--- config.mk ---
export PLATFORM = sky130hd
export DESIGN_NAME = register_file_mp
export DESIGN_NICKNAME = d
export VERILOG_FILES = /design/src/rtl/register_file_mp.sv
export SDC_FILE = /design/constraint.sdc
export NUM_CORES = 1
export LEC_CHECK = 0
export ABC_AREA = 1
export BUFFER_PORTS_ARGS = -buffer_cell sky130_fd_sc_hd__buf_2
export CAP_MARGIN = 40
export CORE_MARGIN = 1.5
export CORE_UTILIZATION = 40
export DETAILED_ROUTE_END_ITERATION = 8
export HOLD_SLACK_MARGIN = 0.02
export PLACE_DENSITY = 0.68
export SETUP_SLACK_MARGIN = 0.2
export SLEW_MARGIN = 20
export SYNTH_ARGS = -nofsm -noshare
export SYNTH_HDL_FRONTEND = slang
export SYNTH_SLANG_ARGS = --single-unit
--- constraint.sdc ---
create_clock -name clk_i -period 6 [get_ports clk_i]
set_input_delay 0.6 -clock clk_i [delete_from_list [all_inputs] [get_ports clk_i]]
set_output_delay 0.6 -clock clk_i [all_outputs]
set_load 0.05 [all_outputs]
--- src/rtl/register_file_mp.sv ---
// register_file_mp: multi-port, byte-writable register file with a per-register busy scoreboard.
//   - READ_PORTS asynchronous read ports (data + busy bit).
//   - WRITE_PORTS synchronous write ports. When ports collide, the higher port index wins,
//     and this is decided separately for each byte.
//   - Lock/release scoreboard. Releases clear first, then a lock sets, so a lock and a release
//     of the same register in one cycle hands it over without an error.
//   - Synchronous active-low reset.
// Optional feature: define REGFILE_BYPASS_EN to forward same-cycle write data to the read ports.
module register_file_mp #(
    parameter int unsigned WORD        = 16,
    parameter int unsigned REGISTERS   = 8,
    parameter int unsigned READ_PORTS  = 2,
    parameter int unsigned WRITE_PORTS = 2,
    localparam int unsigned BYTES      = WORD / 8,
    localparam int unsigned AW         = $clog2(REGISTERS)
) (
    input  logic                                  clk_i,
    input  logic                                  reset_ni,
    input  logic [WRITE_PORTS-1:0][BYTES-1:0]     wr_be_i,
    input  logic [WRITE_PORTS-1:0][AW-1:0]        wr_addr_i,
    input  logic [WRITE_PORTS-1:0][WORD-1:0]      wr_data_i,
    input  logic [WRITE_PORTS-1:0]                wr_release_i,
    input  logic                                  lock_en_i,
    input  logic [AW-1:0]                         lock_addr_i,
    input  logic [READ_PORTS-1:0][AW-1:0]         rd_addr_i,
    output logic [READ_PORTS-1:0][WORD-1:0]       rd_data_o,
    output logic [READ_PORTS-1:0]                 rd_busy_o,
    output logic                                  lock_err_o,
    output logic [AW:0]                           busy_count_o
);

    logic [REGISTERS-1:0][WORD-1:0] regs_q, regs_d;
    logic [REGISTERS-1:0]           busy_q, busy_d;
    logic [REGISTERS-1:0]           release_mask;
    logic                           lock_err_q, lock_err_d;
    logic [AW:0]                    busy_count_q, busy_count_d;

    // Byte-merge the write ports. Ascending port order lets the higher index override a lower one.
    always_comb begin
        regs_d = regs_q;
        for (int p = 0; p < WRITE_PORTS; p++) begin
            for (int b = 0; b < BYTES; b++) begin
                if (wr_be_i[p][b]) begin
                    regs_d[wr_addr_i[p]][8*b +: 8] = wr_data_i[p][8*b +: 8];
                end
            end
        end
    end

    // Scoreboard next state: clear released registers, then apply the lock; popcount the result.
    always_comb begin
        release_mask = '0;
        for (int p = 0; p < WRITE_PORTS; p++) begin
            if (wr_release_i[p]) begin
                release_mask[wr_addr_i[p]] = 1'b1;
            end
        end

        busy_d     = busy_q & ~release_mask;
        lock_err_d = 1'b0;
        if (lock_en_i) begin
            // A register released this cycle is already clear here, so handoff needs no special case.
            if (busy_d[lock_addr_i]) begin
                lock_err_d = 1'b1;
            end else begin
                busy_d[lock_addr_i] = 1'b1;
            end
        end

        busy_count_d = '0;
        for (int r = 0; r < REGISTERS; r++) begin
            busy_count_d = busy_count_d + {{AW{1'b0}}, busy_d[r]};
        end
    end

    // State update. Reset drops any write, lock or release presented in the same cycle.
    always_ff @(posedge clk_i) begin
        if (!reset_ni) begin
            regs_q       <= '0;
            busy_q       <= '0;
            lock_err_q   <= 1'b0;
            busy_count_q <= '0;
        end else begin
            regs_q       <= regs_d;
            busy_q       <= busy_d;
            lock_err_q   <= lock_err_d;
            busy_count_q <= busy_count_d;
        end
    end

    // Asynchronous read ports. rd_busy always reflects the stored busy bits.
    always_comb begin
        for (int p = 0; p < READ_PORTS; p++) begin
            rd_data_o[p] = regs_q[rd_addr_i[p]];
            rd_busy_o[p] = busy_q[rd_addr_i[p]];
`ifdef REGFILE_BYPASS_EN
            for (int w = 0; w < WRITE_PORTS; w++) begin
                for (int b = 0; b < BYTES; b++) begin
                    if (wr_be_i[w][b] && (wr_addr_i[w] == rd_addr_i[p])) begin
                        rd_data_o[p][8*b +: 8] = wr_data_i[w][8*b +: 8];
                    end
                end
            end
`else
            // Without bypass, a write becomes visible only after the posedge that commits it.
`endif
        end
    end

    assign lock_err_o   = lock_err_q;
    assign busy_count_o = busy_count_q;

endmodule
==> key figures <==
Critical path
  • Kind of critical path: in2out
  • Critical-path cell list: buf_4 > buf_4 > o21ai_0 > o21ai_1 > nor2_1 > a31oi_1 > buf_2
  • Nature of the critical path endpoint: output pin
  • CP arrival: 2.88 ns
  • CP startpoint kind: input pin
  • Max incr delay on CP: 0.59 ns
  • CP required: 5.40 ns
  • Cell mode on critical path: buf_4
  • CP max stage cell: buf_4
  • Critical path fanouts, max: 61

Final layout
  • Fin cells: 1849
  • Finished Cell Area: 0.0105 mm²
  • Layout area overhead: 10.7%
  • Area of the multi-input gates: 0.00511 mm²
  • Fill cell count: 2475
  • Share of cells above drive strength 1: 11.8%
  • Sequential cell area: 0.00282 mm²
  • Most frequent cells in the layout: o21ai_0 (252), inv_1 (251), nand2_1 (221)
  • # nets final: 1576
  • Layout Utilization: 44.9%
  • Commonest non-fill, non-tap cell in the layout: o21ai_0

Pwr
  • Total power: 2.60 mW
  • Pwr Density: 248 mW/mm²
  • Leak: 4.92 nW
  • Peak supply drop: 0.172 mV

Synthesis
  • Syn nets: 1554
  • Mapped Area: 0.00950 mm²
  • Post-Syn Area per Cell: 6.37 µm²
  • Synth Instances: 1491
  • Warnings, synthesis: 0
  • Register area share after synthesis: 29.7%
  • Count of cell types in the netlist: 30
  • Synthesized flop and latch total: 141

Floorplanning
  • Initial Util: 40.6%
  • Core Rows: 56
  • Die Ht: 157 µm
  • Core area: 0.0234 mm²
  • DIE AREA: 0.0247 mm²
  • Die Wd: 157 µm
  • Top Ports: 95

Timing
  • Rel. slew slack: 43.9%
  • Shortest period the worst path allows: 3.48 ns
  • Max-slew violations: 0
  • Setup TNS: 0 ns
  • RSZ-0062 raised after global routing: false
  • Setup slack after layout: 2.52 ns
  • Post-Route Skew: 0.00324 ns
  • Worst-Margin Slew: 0.841 ns
  • Final setup fails: 0
  • Fmax: 287 MHz
  • Hold WS: 0.401 ns
  • Crit share post-route: 58.0%
  • Fin. Hold Viols: 0

Clock tree
  • Setup bufs post-CTS: 0
  • Clock insertion delay at the later pin of the skew report: 0.43 ns
  • CTS Root Buffer Type: clkbuf_16
  • Clk buf depth: 2
  • H-tree Lvls: 4
  • Clk pin slew, worst setup/hold paths: 0.06 ns
  • Post-CTS Hold Buffers: 0
  • CTS tree: yes
  • Clock Sinks: 141
  • CTS buffer count: 17
  • Resize count post-CTS: 0

Placed design
  • Cell count after placement: 1812
  • Post-DP HPWL: 21.4 mm
  • Cell Area, Placed: 0.00993 mm²
  • DP Worst Slack: 2.15 ns
  • Gpl congestion: 0.874
  • # port buffers: 94

GRT
  • Vias in the first global route: 9148
  • Initial antenna violation count: 4
  • Total GRT Usage: 26.6%
  • First-pass GRT wire length: 50.7 mm
  • Largest net degree at the start of global routing: 79
  • Global route overflow: 0

Route
  • Drt first pass iters: 5
  • Routed WL: 32.3 mm
  • Via density: 5.56
  • Vias post-DR: 10300
  • 1st-iter DRT viols: 1178
  • Drt drc: 0
  • WL/cell: 17.5 µm
  • Routed Antenna Nets: 0

Status
  • Status: finished clean

Worst hold path
  • Hold crit path type: in2reg

Job
  • Max Cap Violations: 0
final timing paths:
check	from	endpoint	slack (ns)	cells past startpoint
hold / removal	lock_en_i	lock_err_o	0.40	3
setup reg to reg	busy_q[0]	busy_count_o[2]	2.76	12
hold reg to reg	regs_q[55]	regs_q[55]	0.57	4
setup / recovery	rd_addr_i[0]	rd_data_o[8]	2.52	7
flip-flops by register name, summed over array words and instances (netlist names):
register,flops
regs_q,128
busy_q,8
busy_count_o,4
lock_err_o,1
synthesized netlist by cell type (all sizes together):
master,n,share of area (%)
inv,259,10
nor2,91,4.4
buf,60,4.0
fa,4,0.84
a21oi,149,7.9
o31ai,8,0.63
clkinv,9,0.41
o21ai,288,15
dfxtp,141,30
nand2,232,9.5
o211ai,122,9.6
nor3,8,0.91
xor2,1,0.092
clkbuf,42,1.7
a31oi,34,2.2
nand4,8,0.53
ha,3,0.40
nand3,32,1.7
critical path, delay by kind of cell:
kind / cells / cell delay, ns
AO/OA/AOI/OAI: 3 / 0.79
buffers and inverters: 3 / 1.42
AND/OR/NAND/NOR: 1 / 0.05
where the power goes:
group | total [mW] | internal (mW) | switching [mW]
clock network | 1.04 | 0.578 | 0.458
registers | 1.01 | 0.984 | 0.0310
logic | 0.554 | 0.153 | 0.401
layout make-up:
class                      count  share of cell area (%)
multi-input combinational    980                    48.7
sequential                   141                    26.9
inverter                     268                    9.69
timing repair buffer         105                    5.54
clock buffer                  18                    4.08
tap                          319                    3.80
clock inverter                14                    1.29
antenna                        4                  0.0952
logic make-up (layout without fill, tap and decap cells):
kind of cell / Yosys count / in the layout / share of synthesized area (%)
and+or+nand+nor: 371 / 371 / 17.0
DFF: 141 / 141 / 29.7
other: 0 / 4 / 0
adders and majority gates: 7 / 7 / 1.24
buffers and inverters: 370 / 405 / 16.4
AOI/OAI and AO/OA: 601 / 601 / 35.5
xor gates and xnor gates: 1 / 1 / 0.0922
routing by layer:
layer / share of wire (%) / vias up / global-route usage (%)
met4: 2.9 / 2 / 10.3
li1: - / 5027 / -
met3: 9.8 / 65 / 5.53
met2: 44 / 528 / 41.6
met5: 0.040 / - / 0
met1: 43 / 4660 / 35.9
Note: power is estimated with default switching activity, not from simulation.
